<file path="config.mk">
export PLATFORM = sky130hd
export DESIGN_NAME = mem_port_arbiter_flat
export DESIGN_NICKNAME = d
export VERILOG_FILES = /design/src/rtl/mem_port_arbiter_pkg.sv /design/src/rtl/mem_port_arbiter_if.sv /design/src/rtl/mem_port_arbiter_req_slot.sv /design/src/rtl/mem_port_arbiter.sv /design/src/flat_wrapper.sv
export SDC_FILE = /design/constraint.sdc
export NUM_CORES = 2
export LEC_CHECK = 0
export BUFFER_PORTS_ARGS = -buffer_cell sky130_fd_sc_hd__buf_2
export CAP_MARGIN = 25
export CORE_AREA = 2 2 543 545
export DETAILED_ROUTE_END_ITERATION = 16
export DIE_AREA = 0 0 545 547
export PLACE_DENSITY_LB_ADDON = 0.08
export SYNTH_ARGS = -nofsm -noshare
export SYNTH_HDL_FRONTEND = slang
export SYNTH_SLANG_ARGS = --single-unit
</file>
<file path="constraint.sdc">
create_clock -name clk -period 47.4 [get_ports clk]
set_input_delay 9.48 -clock clk [delete_from_list [all_inputs] [get_ports clk]]
set_output_delay 9.48 -clock clk [all_outputs]
set_load 0.02 [all_outputs]
</file>
<file path="src/rtl/mem_port_arbiter_pkg.sv">
// Shared types for the memory port arbiter.
//   state_t     : arbiter sequencing states
//   grant_t     : which requester owns the memory port
//   POISON_WORD : fill pattern returned to a requester whose read timed out
package mem_arb_pkg;

    typedef enum logic [2:0] {
        IDLE,
        ISSUE,
        WAIT,
        DRAIN,
        RESP
    } state_t;

    typedef enum logic {
        GNT_I,
        GNT_D
    } grant_t;

    localparam logic [31:0] POISON_WORD = 32'hdeadbeef;

    // Terminal count of the 16-bit wait counter for a given timeout length.
    function automatic logic [15:0] wait_last(input int cycles);
        return 16'(cycles - 1);
    endfunction

endpackage

</file>
<file path="src/rtl/mem_port_arbiter_if.sv">
// Bundle of cache-side and memory-side signals of the memory port arbiter.
//   slave  : arbiter view (takes cache strobes and memory completions)
//   master : environment view (cache controllers plus memory)
interface mem_port_arbiter_if #(
    parameter int ADDR_WIDTH = 32,
    parameter int DATA_WIDTH = 256
);
    logic                  strobe_icache_i;
    logic [ADDR_WIDTH-1:0] addr_icache_i;
    logic [DATA_WIDTH-1:0] rdata_icache_o;
    logic                  done_icache_o;

    logic                  strobe_dcache_i;
    logic [ADDR_WIDTH-1:0] addr_dcache_i;
    logic [DATA_WIDTH-1:0] wdata_dcache_i;
    logic                  rw_dcache_i;
    logic [DATA_WIDTH-1:0] rdata_dcache_o;
    logic                  done_dcache_o;

    logic                  mem_strobe_o;
    logic [ADDR_WIDTH-1:0] mem_addr_o;
    logic [DATA_WIDTH-1:0] mem_wdata_o;
    logic                  mem_rw_o;
    logic [DATA_WIDTH-1:0] mem_rdata_i;
    logic                  mem_done_i;

    logic                  proto_err_o;
    logic                  timeout_err_o;

    modport slave (
        input  strobe_icache_i, addr_icache_i,
        input  strobe_dcache_i, addr_dcache_i, wdata_dcache_i, rw_dcache_i,
        input  mem_rdata_i, mem_done_i,
        output rdata_icache_o, done_icache_o,
        output rdata_dcache_o, done_dcache_o,
        output mem_strobe_o, mem_addr_o, mem_wdata_o, mem_rw_o,
        output proto_err_o, timeout_err_o
    );

    modport master (
        output strobe_icache_i, addr_icache_i,
        output strobe_dcache_i, addr_dcache_i, wdata_dcache_i, rw_dcache_i,
        output mem_rdata_i, mem_done_i,
        input  rdata_icache_o, done_icache_o,
        input  rdata_dcache_o, done_dcache_o,
        input  mem_strobe_o, mem_addr_o, mem_wdata_o, mem_rw_o,
        input  proto_err_o, timeout_err_o
    );

endinterface

</file>
<file path="src/rtl/mem_port_arbiter_req_slot.sv">
// One requester's request slot: pending flag, latched request and
// sticky protocol-error detect.
//   strobe_i/addr_i/wdata_i/rw_i : request pulse and its payload
//   clear_i                      : request served, drop pending
//   pend_o/addr_o/wdata_o/rw_o   : latched request
//   proto_err_o                  : sticky, strobe seen while already pending
module mem_arb_req_slot #(
    parameter int ADDR_WIDTH = 32,
    parameter int DATA_WIDTH = 256
) (
    input  logic                  clk,
    input  logic                  rst,
    input  logic                  strobe_i,
    input  logic [ADDR_WIDTH-1:0] addr_i,
    input  logic [DATA_WIDTH-1:0] wdata_i,
    input  logic                  rw_i,
    input  logic                  clear_i,
    output logic                  pend_o,
    output logic [ADDR_WIDTH-1:0] addr_o,
    output logic [DATA_WIDTH-1:0] wdata_o,
    output logic                  rw_o,
    output logic                  proto_err_o
);

    logic                  pend_q, pend_d;
    logic [ADDR_WIDTH-1:0] addr_q, addr_d;
    logic [DATA_WIDTH-1:0] wdata_q, wdata_d;
    logic                  rw_q, rw_d;
    logic                  proto_err_q, proto_err_d;

    // The check uses pend_q, so a strobe in the cycle the slot is being
    // cleared still sees it pending and is dropped as an error.
    always_comb begin
        pend_d      = pend_q;
        addr_d      = addr_q;
        wdata_d     = wdata_q;
        rw_d        = rw_q;
        proto_err_d = proto_err_q;
        if (clear_i) begin
            pend_d = 1'b0;
        end
        if (strobe_i) begin
            if (pend_q) begin
                proto_err_d = 1'b1;
            end else begin
                pend_d  = 1'b1;
                addr_d  = addr_i;
                wdata_d = wdata_i;
                rw_d    = rw_i;
            end
        end
    end

    always_ff @(posedge clk or posedge rst) begin
        if (rst) begin
            pend_q      <= 1'b0;
            addr_q      <= '0;
            wdata_q     <= '0;
            rw_q        <= 1'b0;
            proto_err_q <= 1'b0;
        end else begin
            pend_q      <= pend_d;
            addr_q      <= addr_d;
            wdata_q     <= wdata_d;
            rw_q        <= rw_d;
            proto_err_q <= proto_err_d;
        end
    end

    assign pend_o      = pend_q;
    assign addr_o      = addr_q;
    assign wdata_o     = wdata_q;
    assign rw_o        = rw_q;
    assign proto_err_o = proto_err_q;

endmodule

</file>
<file path="src/rtl/mem_port_arbiter.sv">
// Round-robin arbiter sharing one memory port between the icache refill
// path and the dcache refill/writeback path, one transaction at a time,
// with a watchdog on the memory wait.
//   clk, rst : clock and asynchronous active-high reset
//   bus      : cache request/response signals and the memory port
//
//   state | meaning
//   IDLE  | waiting for a pending request, picks the grant
//   ISSUE | mem_strobe_o high for one cycle, wait counter cleared
//   WAIT  | waiting for mem_done_i or watchdog expiry
//   RESP  | done pulse to the granted requester, its slot cleared
//   DRAIN | after a timeout, swallow the late mem_done_i before reuse
module mem_port_arbiter
    import mem_arb_pkg::*;
#(
    parameter int ADDR_WIDTH     = 32,
    parameter int DATA_WIDTH     = 256,
    parameter int TIMEOUT_CYCLES = 1024,
    parameter bit DCACHE_FIRST   = 1'b1
) (
    input logic             clk,
    input logic             rst,
    mem_port_arbiter_if.slave bus
);

    localparam logic [15:0]           WAIT_LAST   = wait_last(TIMEOUT_CYCLES);
    localparam logic [DATA_WIDTH-1:0] POISON_LINE = {(DATA_WIDTH / 32){POISON_WORD}};
    // last_grant after reset is the loser of the first tie.
    localparam grant_t                GRANT_RST   = DCACHE_FIRST ? GNT_I : GNT_D;

    logic                  pend_icache, pend_dcache;
    logic [ADDR_WIDTH-1:0] req_addr_icache, req_addr_dcache;
    logic [DATA_WIDTH-1:0] req_wdata_icache, req_wdata_dcache;
    logic                  req_rw_icache, req_rw_dcache;
    logic                  perr_icache, perr_dcache;
    logic                  clear_icache, clear_dcache;

    state_t                state_q, state_d;
    grant_t                gnt_q, gnt_d;
    grant_t                last_grant_q, last_grant_d;
    grant_t                pick;
    logic [15:0]           wait_cnt_q, wait_cnt_d;
    logic                  aborted_q, aborted_d;
    logic                  timeout_err_q, timeout_err_d;
    logic                  mem_strobe_q, mem_strobe_d;
    logic [ADDR_WIDTH-1:0] mem_addr_q, mem_addr_d;
    logic [DATA_WIDTH-1:0] mem_wdata_q, mem_wdata_d;
    logic                  mem_rw_q, mem_rw_d;
    logic [DATA_WIDTH-1:0] rdata_icache_q, rdata_icache_d;
    logic [DATA_WIDTH-1:0] rdata_dcache_q, rdata_dcache_d;
    logic                  done_icache_q, done_icache_d;
    logic                  done_dcache_q, done_dcache_d;

    assign clear_icache = (state_q == RESP) && (gnt_q == GNT_I);
    assign clear_dcache = (state_q == RESP) && (gnt_q == GNT_D);

    // The icache path never writes, so its slot stores constant zeros and
    // the memory side sees rw=0/wdata=0 for icache grants.
    mem_arb_req_slot #(
        .ADDR_WIDTH (ADDR_WIDTH),
        .DATA_WIDTH (DATA_WIDTH)
    ) u_slot_icache (
        .clk         (clk),
        .rst         (rst),
        .strobe_i    (bus.strobe_icache_i),
        .addr_i      (bus.addr_icache_i),
        .wdata_i     ({DATA_WIDTH{1'b0}}),
        .rw_i        (1'b0),
        .clear_i     (clear_icache),
        .pend_o      (pend_icache),
        .addr_o      (req_addr_icache),
        .wdata_o     (req_wdata_icache),
        .rw_o        (req_rw_icache),
        .proto_err_o (perr_icache)
    );

    mem_arb_req_slot #(
        .ADDR_WIDTH (ADDR_WIDTH),
        .DATA_WIDTH (DATA_WIDTH)
    ) u_slot_dcache (
        .clk         (clk),
        .rst         (rst),
        .strobe_i    (bus.strobe_dcache_i),
        .addr_i      (bus.addr_dcache_i),
        .wdata_i     (bus.wdata_dcache_i),
        .rw_i        (bus.rw_dcache_i),
        .clear_i     (clear_dcache),
        .pend_o      (pend_dcache),
        .addr_o      (req_addr_dcache),
        .wdata_o     (req_wdata_dcache),
        .rw_o        (req_rw_dcache),
        .proto_err_o (perr_dcache)
    );

    always_comb begin
        state_d        = state_q;
        gnt_d          = gnt_q;
        last_grant_d   = last_grant_q;
        wait_cnt_d     = wait_cnt_q;
        aborted_d      = aborted_q;
        timeout_err_d  = timeout_err_q;
        mem_strobe_d   = 1'b0;
        mem_addr_d     = mem_addr_q;
        mem_wdata_d    = mem_wdata_q;
        mem_rw_d       = mem_rw_q;
        rdata_icache_d = rdata_icache_q;
        rdata_dcache_d = rdata_dcache_q;
        done_icache_d  = 1'b0;
        done_dcache_d  = 1'b0;
        pick           = pend_icache ? GNT_I : GNT_D;

        unique case (state_q)
            IDLE: begin
                if (pend_icache || pend_dcache) begin
                    if (pend_icache && pend_dcache) begin
                        pick         = (last_grant_q == GNT_I) ? GNT_D : GNT_I;
                        last_grant_d = pick;
                    end
                    gnt_d        = pick;
                    mem_strobe_d = 1'b1;
                    if (pick == GNT_I) begin
                        mem_addr_d  = req_addr_icache;
                        mem_wdata_d = req_wdata_icache;
                        mem_rw_d    = req_rw_icache;
                    end else begin
                        mem_addr_d  = req_addr_dcache;
                        mem_wdata_d = req_wdata_dcache;
                        mem_rw_d    = req_rw_dcache;
                    end
                    state_d = ISSUE;
                end
            end
            ISSUE: begin
                wait_cnt_d = '0;
                state_d    = WAIT;
            end
            WAIT: begin
                if (bus.mem_done_i || (wait_cnt_q == WAIT_LAST)) begin
                    if (!mem_rw_q) begin
                        if (gnt_q == GNT_I) begin
                            rdata_icache_d = bus.mem_done_i ? bus.mem_rdata_i : POISON_LINE;
                        end else begin
                            rdata_dcache_d = bus.mem_done_i ? bus.mem_rdata_i : POISON_LINE;
                        end
                    end
                    if (!bus.mem_done_i) begin
                        timeout_err_d = 1'b1;
                        aborted_d     = 1'b1;
                    end
                    done_icache_d = (gnt_q == GNT_I);
                    done_dcache_d = (gnt_q == GNT_D);
                    state_d       = RESP;
                end else begin
                    wait_cnt_d = wait_cnt_q + 16'd1;
                end
            end
            RESP: begin
                state_d = aborted_q ? DRAIN : IDLE;
            end
            DRAIN: begin
                if (bus.mem_done_i) begin
                    aborted_d = 1'b0;
                    state_d   = IDLE;
                end
            end
            default: begin
                state_d = IDLE;
            end
        endcase
    end

    always_ff @(posedge clk or posedge rst) begin
        if (rst) begin
            state_q        <= IDLE;
            gnt_q          <= GNT_I;
            last_grant_q   <= GRANT_RST;
            wait_cnt_q     <= '0;
            aborted_q      <= 1'b0;
            timeout_err_q  <= 1'b0;
            mem_strobe_q   <= 1'b0;
            mem_addr_q     <= '0;
            mem_wdata_q    <= '0;
            mem_rw_q       <= 1'b0;
            rdata_icache_q <= '0;
            rdata_dcache_q <= '0;
            done_icache_q  <= 1'b0;
            done_dcache_q  <= 1'b0;
        end else begin
            state_q        <= state_d;
            gnt_q          <= gnt_d;
            last_grant_q   <= last_grant_d;
            wait_cnt_q     <= wait_cnt_d;
            aborted_q      <= aborted_d;
            timeout_err_q  <= timeout_err_d;
            mem_strobe_q   <= mem_strobe_d;
            mem_addr_q     <= mem_addr_d;
            mem_wdata_q    <= mem_wdata_d;
            mem_rw_q       <= mem_rw_d;
            rdata_icache_q <= rdata_icache_d;
            rdata_dcache_q <= rdata_dcache_d;
            done_icache_q  <= done_icache_d;
            done_dcache_q  <= done_dcache_d;
        end
    end

    assign bus.rdata_icache_o = rdata_icache_q;
    assign bus.done_icache_o  = done_icache_q;
    assign bus.rdata_dcache_o = rdata_dcache_q;
    assign bus.done_dcache_o  = done_dcache_q;
    assign bus.mem_strobe_o   = mem_strobe_q;
    assign bus.mem_addr_o     = mem_addr_q;
    assign bus.mem_wdata_o    = mem_wdata_q;
    assign bus.mem_rw_o       = mem_rw_q;
    assign bus.proto_err_o    = perr_icache | perr_dcache;
    assign bus.timeout_err_o  = timeout_err_q;

endmodule

</file>
<file path="src/flat_wrapper.sv">
// flat-port wrapper written by rule: the top's interface ports become plain ports
module mem_port_arbiter_flat import mem_arb_pkg::*;
#(
    parameter int ADDR_WIDTH     = 32,
    parameter int DATA_WIDTH     = 256,
    parameter int TIMEOUT_CYCLES = 1024,
    parameter bit DCACHE_FIRST   = 1'b1
)
  (clk, rst, bus_strobe_icache_i, bus_addr_icache_i, bus_strobe_dcache_i, bus_addr_dcache_i, bus_wdata_dcache_i, bus_rw_dcache_i, bus_mem_rdata_i, bus_mem_done_i, bus_rdata_icache_o, bus_done_icache_o, bus_rdata_dcache_o, bus_done_dcache_o, bus_mem_strobe_o, bus_mem_addr_o, bus_mem_wdata_o, bus_mem_rw_o, bus_proto_err_o, bus_timeout_err_o);
  mem_port_arbiter_if #(.ADDR_WIDTH(ADDR_WIDTH), .DATA_WIDTH(DATA_WIDTH)) bus_i ();
  input logic clk;
  input logic rst;
  input wire logic [$bits(bus_i.strobe_icache_i)-1:0] bus_strobe_icache_i;
  input wire logic [$bits(bus_i.addr_icache_i)-1:0] bus_addr_icache_i;
  input wire logic [$bits(bus_i.strobe_dcache_i)-1:0] bus_strobe_dcache_i;
  input wire logic [$bits(bus_i.addr_dcache_i)-1:0] bus_addr_dcache_i;
  input wire logic [$bits(bus_i.wdata_dcache_i)-1:0] bus_wdata_dcache_i;
  input wire logic [$bits(bus_i.rw_dcache_i)-1:0] bus_rw_dcache_i;
  input wire logic [$bits(bus_i.mem_rdata_i)-1:0] bus_mem_rdata_i;
  input wire logic [$bits(bus_i.mem_done_i)-1:0] bus_mem_done_i;
  output wire logic [$bits(bus_i.rdata_icache_o)-1:0] bus_rdata_icache_o;
  output wire logic [$bits(bus_i.done_icache_o)-1:0] bus_done_icache_o;
  output wire logic [$bits(bus_i.rdata_dcache_o)-1:0] bus_rdata_dcache_o;
  output wire logic [$bits(bus_i.done_dcache_o)-1:0] bus_done_dcache_o;
  output wire logic [$bits(bus_i.mem_strobe_o)-1:0] bus_mem_strobe_o;
  output wire logic [$bits(bus_i.mem_addr_o)-1:0] bus_mem_addr_o;
  output wire logic [$bits(bus_i.mem_wdata_o)-1:0] bus_mem_wdata_o;
  output wire logic [$bits(bus_i.mem_rw_o)-1:0] bus_mem_rw_o;
  output wire logic [$bits(bus_i.proto_err_o)-1:0] bus_proto_err_o;
  output wire logic [$bits(bus_i.timeout_err_o)-1:0] bus_timeout_err_o;
  assign bus_i.strobe_icache_i = bus_strobe_icache_i;
  assign bus_i.addr_icache_i = bus_addr_icache_i;
  assign bus_i.strobe_dcache_i = bus_strobe_dcache_i;
  assign bus_i.addr_dcache_i = bus_addr_dcache_i;
  assign bus_i.wdata_dcache_i = bus_wdata_dcache_i;
  assign bus_i.rw_dcache_i = bus_rw_dcache_i;
  assign bus_i.mem_rdata_i = bus_mem_rdata_i;
  assign bus_i.mem_done_i = bus_mem_done_i;
  assign bus_rdata_icache_o = bus_i.rdata_icache_o;
  assign bus_done_icache_o = bus_i.done_icache_o;
  assign bus_rdata_dcache_o = bus_i.rdata_dcache_o;
  assign bus_done_dcache_o = bus_i.done_dcache_o;
  assign bus_mem_strobe_o = bus_i.mem_strobe_o;
  assign bus_mem_addr_o = bus_i.mem_addr_o;
  assign bus_mem_wdata_o = bus_i.mem_wdata_o;
  assign bus_mem_rw_o = bus_i.mem_rw_o;
  assign bus_proto_err_o = bus_i.proto_err_o;
  assign bus_timeout_err_o = bus_i.timeout_err_o;
  mem_port_arbiter #(.ADDR_WIDTH(ADDR_WIDTH), .DATA_WIDTH(DATA_WIDTH), .TIMEOUT_CYCLES(TIMEOUT_CYCLES), .DCACHE_FIRST(DCACHE_FIRST)) u_core (.clk(clk), .rst(rst), .bus(bus_i));
endmodule
</file>
==> metrics <==
status=completed; Initial Utilization=0.145; via count=32.8k; Detail Route Antenna Nets=0; Final Total Pwr=4.64 mW; crit-path cells=buf_2 -> nor2b_4 -> buf_4 -> buf_4 -> buf_4 -> buf_4 -> buf_4 -> mux2_2; 1st-iter DRT viols=1663; global route overflow=0; Critical Path Start Type=input port; Placed Area=0.0540 mm^2; worst endpoint required time=48.08 ns; Worst-path clk slew=0.05 ns; Pleak=28.0 nW; Slew HR=0.284; Pre-antenna DRT Iters=5; GRT Util Overall=0.143; Clk pwr share=0.265; WHS Endpoint=u_core.bus.timeout_err_o$_DFFE_PP0P_; skew final=0.0383 ns; final hold vios=0; Setup CP Type=input port to register; top routing layer in use=met5; Pint=2.73 mW; final wirelength=220000 um; critical path's largest stage delay=0.85 ns; final setup violation count=0; Sequential Power Share=0.356; Routed WL per cell=25.4 um; initial antenna violation count=167; Yosys warning count=0; cts repair resizes=0; Final Max Slew Viols=0; synth top area cells=dfrtp_1, mux2_2, o22a_1, nand2_1, nand3_1; Netlist cell types=49; RSZ-0062 raised after global routing=false; Worst R2R End=u_core.u_slot_dcache.wdata_o[176]$_DFFE_PP0P_; Top Ports=1388; Setup Fix Bufs, Post-CTS=0; gpl congestion=0.765; Yosys top cell by area=dfrtp_1; DRC=0; first-pass GRT wire length=299000 um; Via density=3.77; Post-synth top cells=dfrtp_1, nand2_1, o22a_1; Critical-path top delay cell=buf_4; Power Density=78.0 mW/mm^2; TritonCTS buffer count=161; PortBufs=1387; minimum clock period=13.98 ns; switching power=1.90 mW; dpl ws=32.40 ns; worst-path maximum fanout=66; Cell Area, Synth=0.0426 mm^2; actual slew at the worst max-slew pin=1.07 ns; hold wc startpoint=u_core.bus.timeout_err_o$_DFFE_PP0P_; CP bufs+invs=6; Comb power frac=0.379; Hold Path Class=register to register; fill count=32.0k; H-tree depth=4; Die ar.=0.298 mm^2; number of max-cap violations=0; FF-to-FF path depth=8; post-synth top area share=0.677; number of flops mapped to enable cells by yosys=0; fin crit share=0.295; CTS tree=built; CTS Hold Bufs=0; Mapped Nets=3852; Hold Crit Depth=1; Worst R2R Start=u_core.u_slot_dcache.pend_o$_DFF_PP0_; fin cells=8693; Avg Inst Size Synth=13.0 um^2; Clock Path Buffers=4; die width=545 um; Worst R2R Setup Slack=41.67 ns; Post-Place Cells=8377; Layout Cell Area excl Fill=0.0594 mm^2; Peak supply drop=41.4 uV; switching part of the total power=0.410; Final Core Density=0.203; fraction of registers with async set/reset=1.00; share of layout cells above drive strength 1=0.425; CP dominant cell by count=buf_4; routed wl met2=110000 um; Final Net Count=5207; setup TNS=0 ns; worst setup margin=33.42 ns; area grow syn2layout=39.6%; FP Rows=199; vias in the first global route=34.2k; die height=547 um; register area share after synthesis=0.677; DRT met1 WL=81600 um; Setup crit end kind=register; largest net degree at the start of global routing=146; CTS sink cnt=1152; Synth Register Bits=1152; core area=0.293 mm^2; clk root buf=clkbuf_16; Max Clock Freq=71.5 MHz; critical path's top delay family=buffers and inverters; top_reg_cell synth=dfrtp_1; Critical Path AT=14.66 ns; Gate Count Post-Synth=3269; post-DP HPWL=159000 um; routed wl met3=21700 um; WHS=0.451 ns; later-pin clock latency in the skew report=0.83 ns; count leader, synth=dfrtp_1
-- per-layer routing --
metal  vias up  GRT usage
met5         -          0
met4       134     0.0348
met1     16500      0.154
met2      1169      0.252
li1      14500          -
met3       478     0.0633
-- layout make-up --
| class | count | area (um^2) | area share |
|---|---|---|---|
| inverter | 8 | 45.0 | 0.000758 |
| antenna | 33 | 82.6 | 0.00139 |
| clock buffer | 249 | 4810 | 0.0809 |
| tap | 3919 | 4900 | 0.0825 |
| clock inverter | 31 | 407 | 0.00684 |
| multi-input combinational | 1857 | 12800 | 0.215 |
| timing repair buffer | 1444 | 7560 | 0.127 |
| sequential | 1152 | 28800 | 0.485 |
-- power by group through the flow --
stage          Sequential [mW]  Combinational [mW]  Clock, mW
2_1_floorplan             2.00               0.649          0
3_3_place_gp              1.66                1.82          0
3_5_place_dp              1.67                1.83          0
4_1_cts                   1.65                1.83       1.29
5_1_grt                   1.71                1.90       1.32
6_report                  1.65                1.76       1.23
-- flip-flops by register name, summed over array words and instances (netlist names), 3 cells and up --
name,count
u_core.wait_cnt_q,16
u_core.state_q,3
u_core.u_slot_icache.addr_o,32
u_core.bus.mem_addr_o,32
u_core.bus.mem_wdata_o,256
u_core.bus.rdata_icache_o,256
u_core.u_slot_dcache.wdata_o,256
u_core.u_slot_dcache.addr_o,32
u_core.bus.rdata_dcache_o,256
-- layout by cell type, fill, tap and decap left out, types with 34 or more instances in the layout --
master,count
buf_2,1387
dfrtp_1,1152
nand2_1,588
o22a_1,384
mux2_2,321
nand3_1,265
clkbuf_16,166
a22o_1,128
clkbuf_1,49
buf_4,45
nor2_1,42
clkbuf_8,34
-- worst max path at each step --
stage,startpoint,to,cells after the start
2_1_floorplan,rst,u_core.aborted_q$_DFFE_PP0P_,1
3_5_place_dp,bus_strobe_dcache_i,u_core.u_slot_dcache.wdata_o[187]$_DFFE_PP0P_,8
6_report,bus_strobe_dcache_i,u_core.u_slot_dcache.wdata_o[176]$_DFFE_PP0P_,8
4_1_cts,bus_strobe_dcache_i,u_core.u_slot_dcache.wdata_o[143]$_DFFE_PP0P_,8
5_1_grt,bus_strobe_dcache_i,u_core.u_slot_dcache.wdata_o[171]$_DFFE_PP0P_,8
3_3_place_gp,bus_strobe_dcache_i,u_core.u_slot_dcache.wdata_o[192]$_DFFE_PP0P_,8
-- cell families after synthesis --
kind of cell | Yosys count | share of synthesized area
adder cells (fa/ha/maj) | 1 | 0.000294
AND/OR/NAND/NOR | 934 | 0.0940
XOR/XNOR | 1 | 0.000206
AO/OA/AOI/OAI | 600 | 0.119
buffers and inverters | 260 | 0.0247
flip-flops | 1152 | 0.677
multiplexers | 321 | 0.0849
Power figures use the tool's default switching activity.
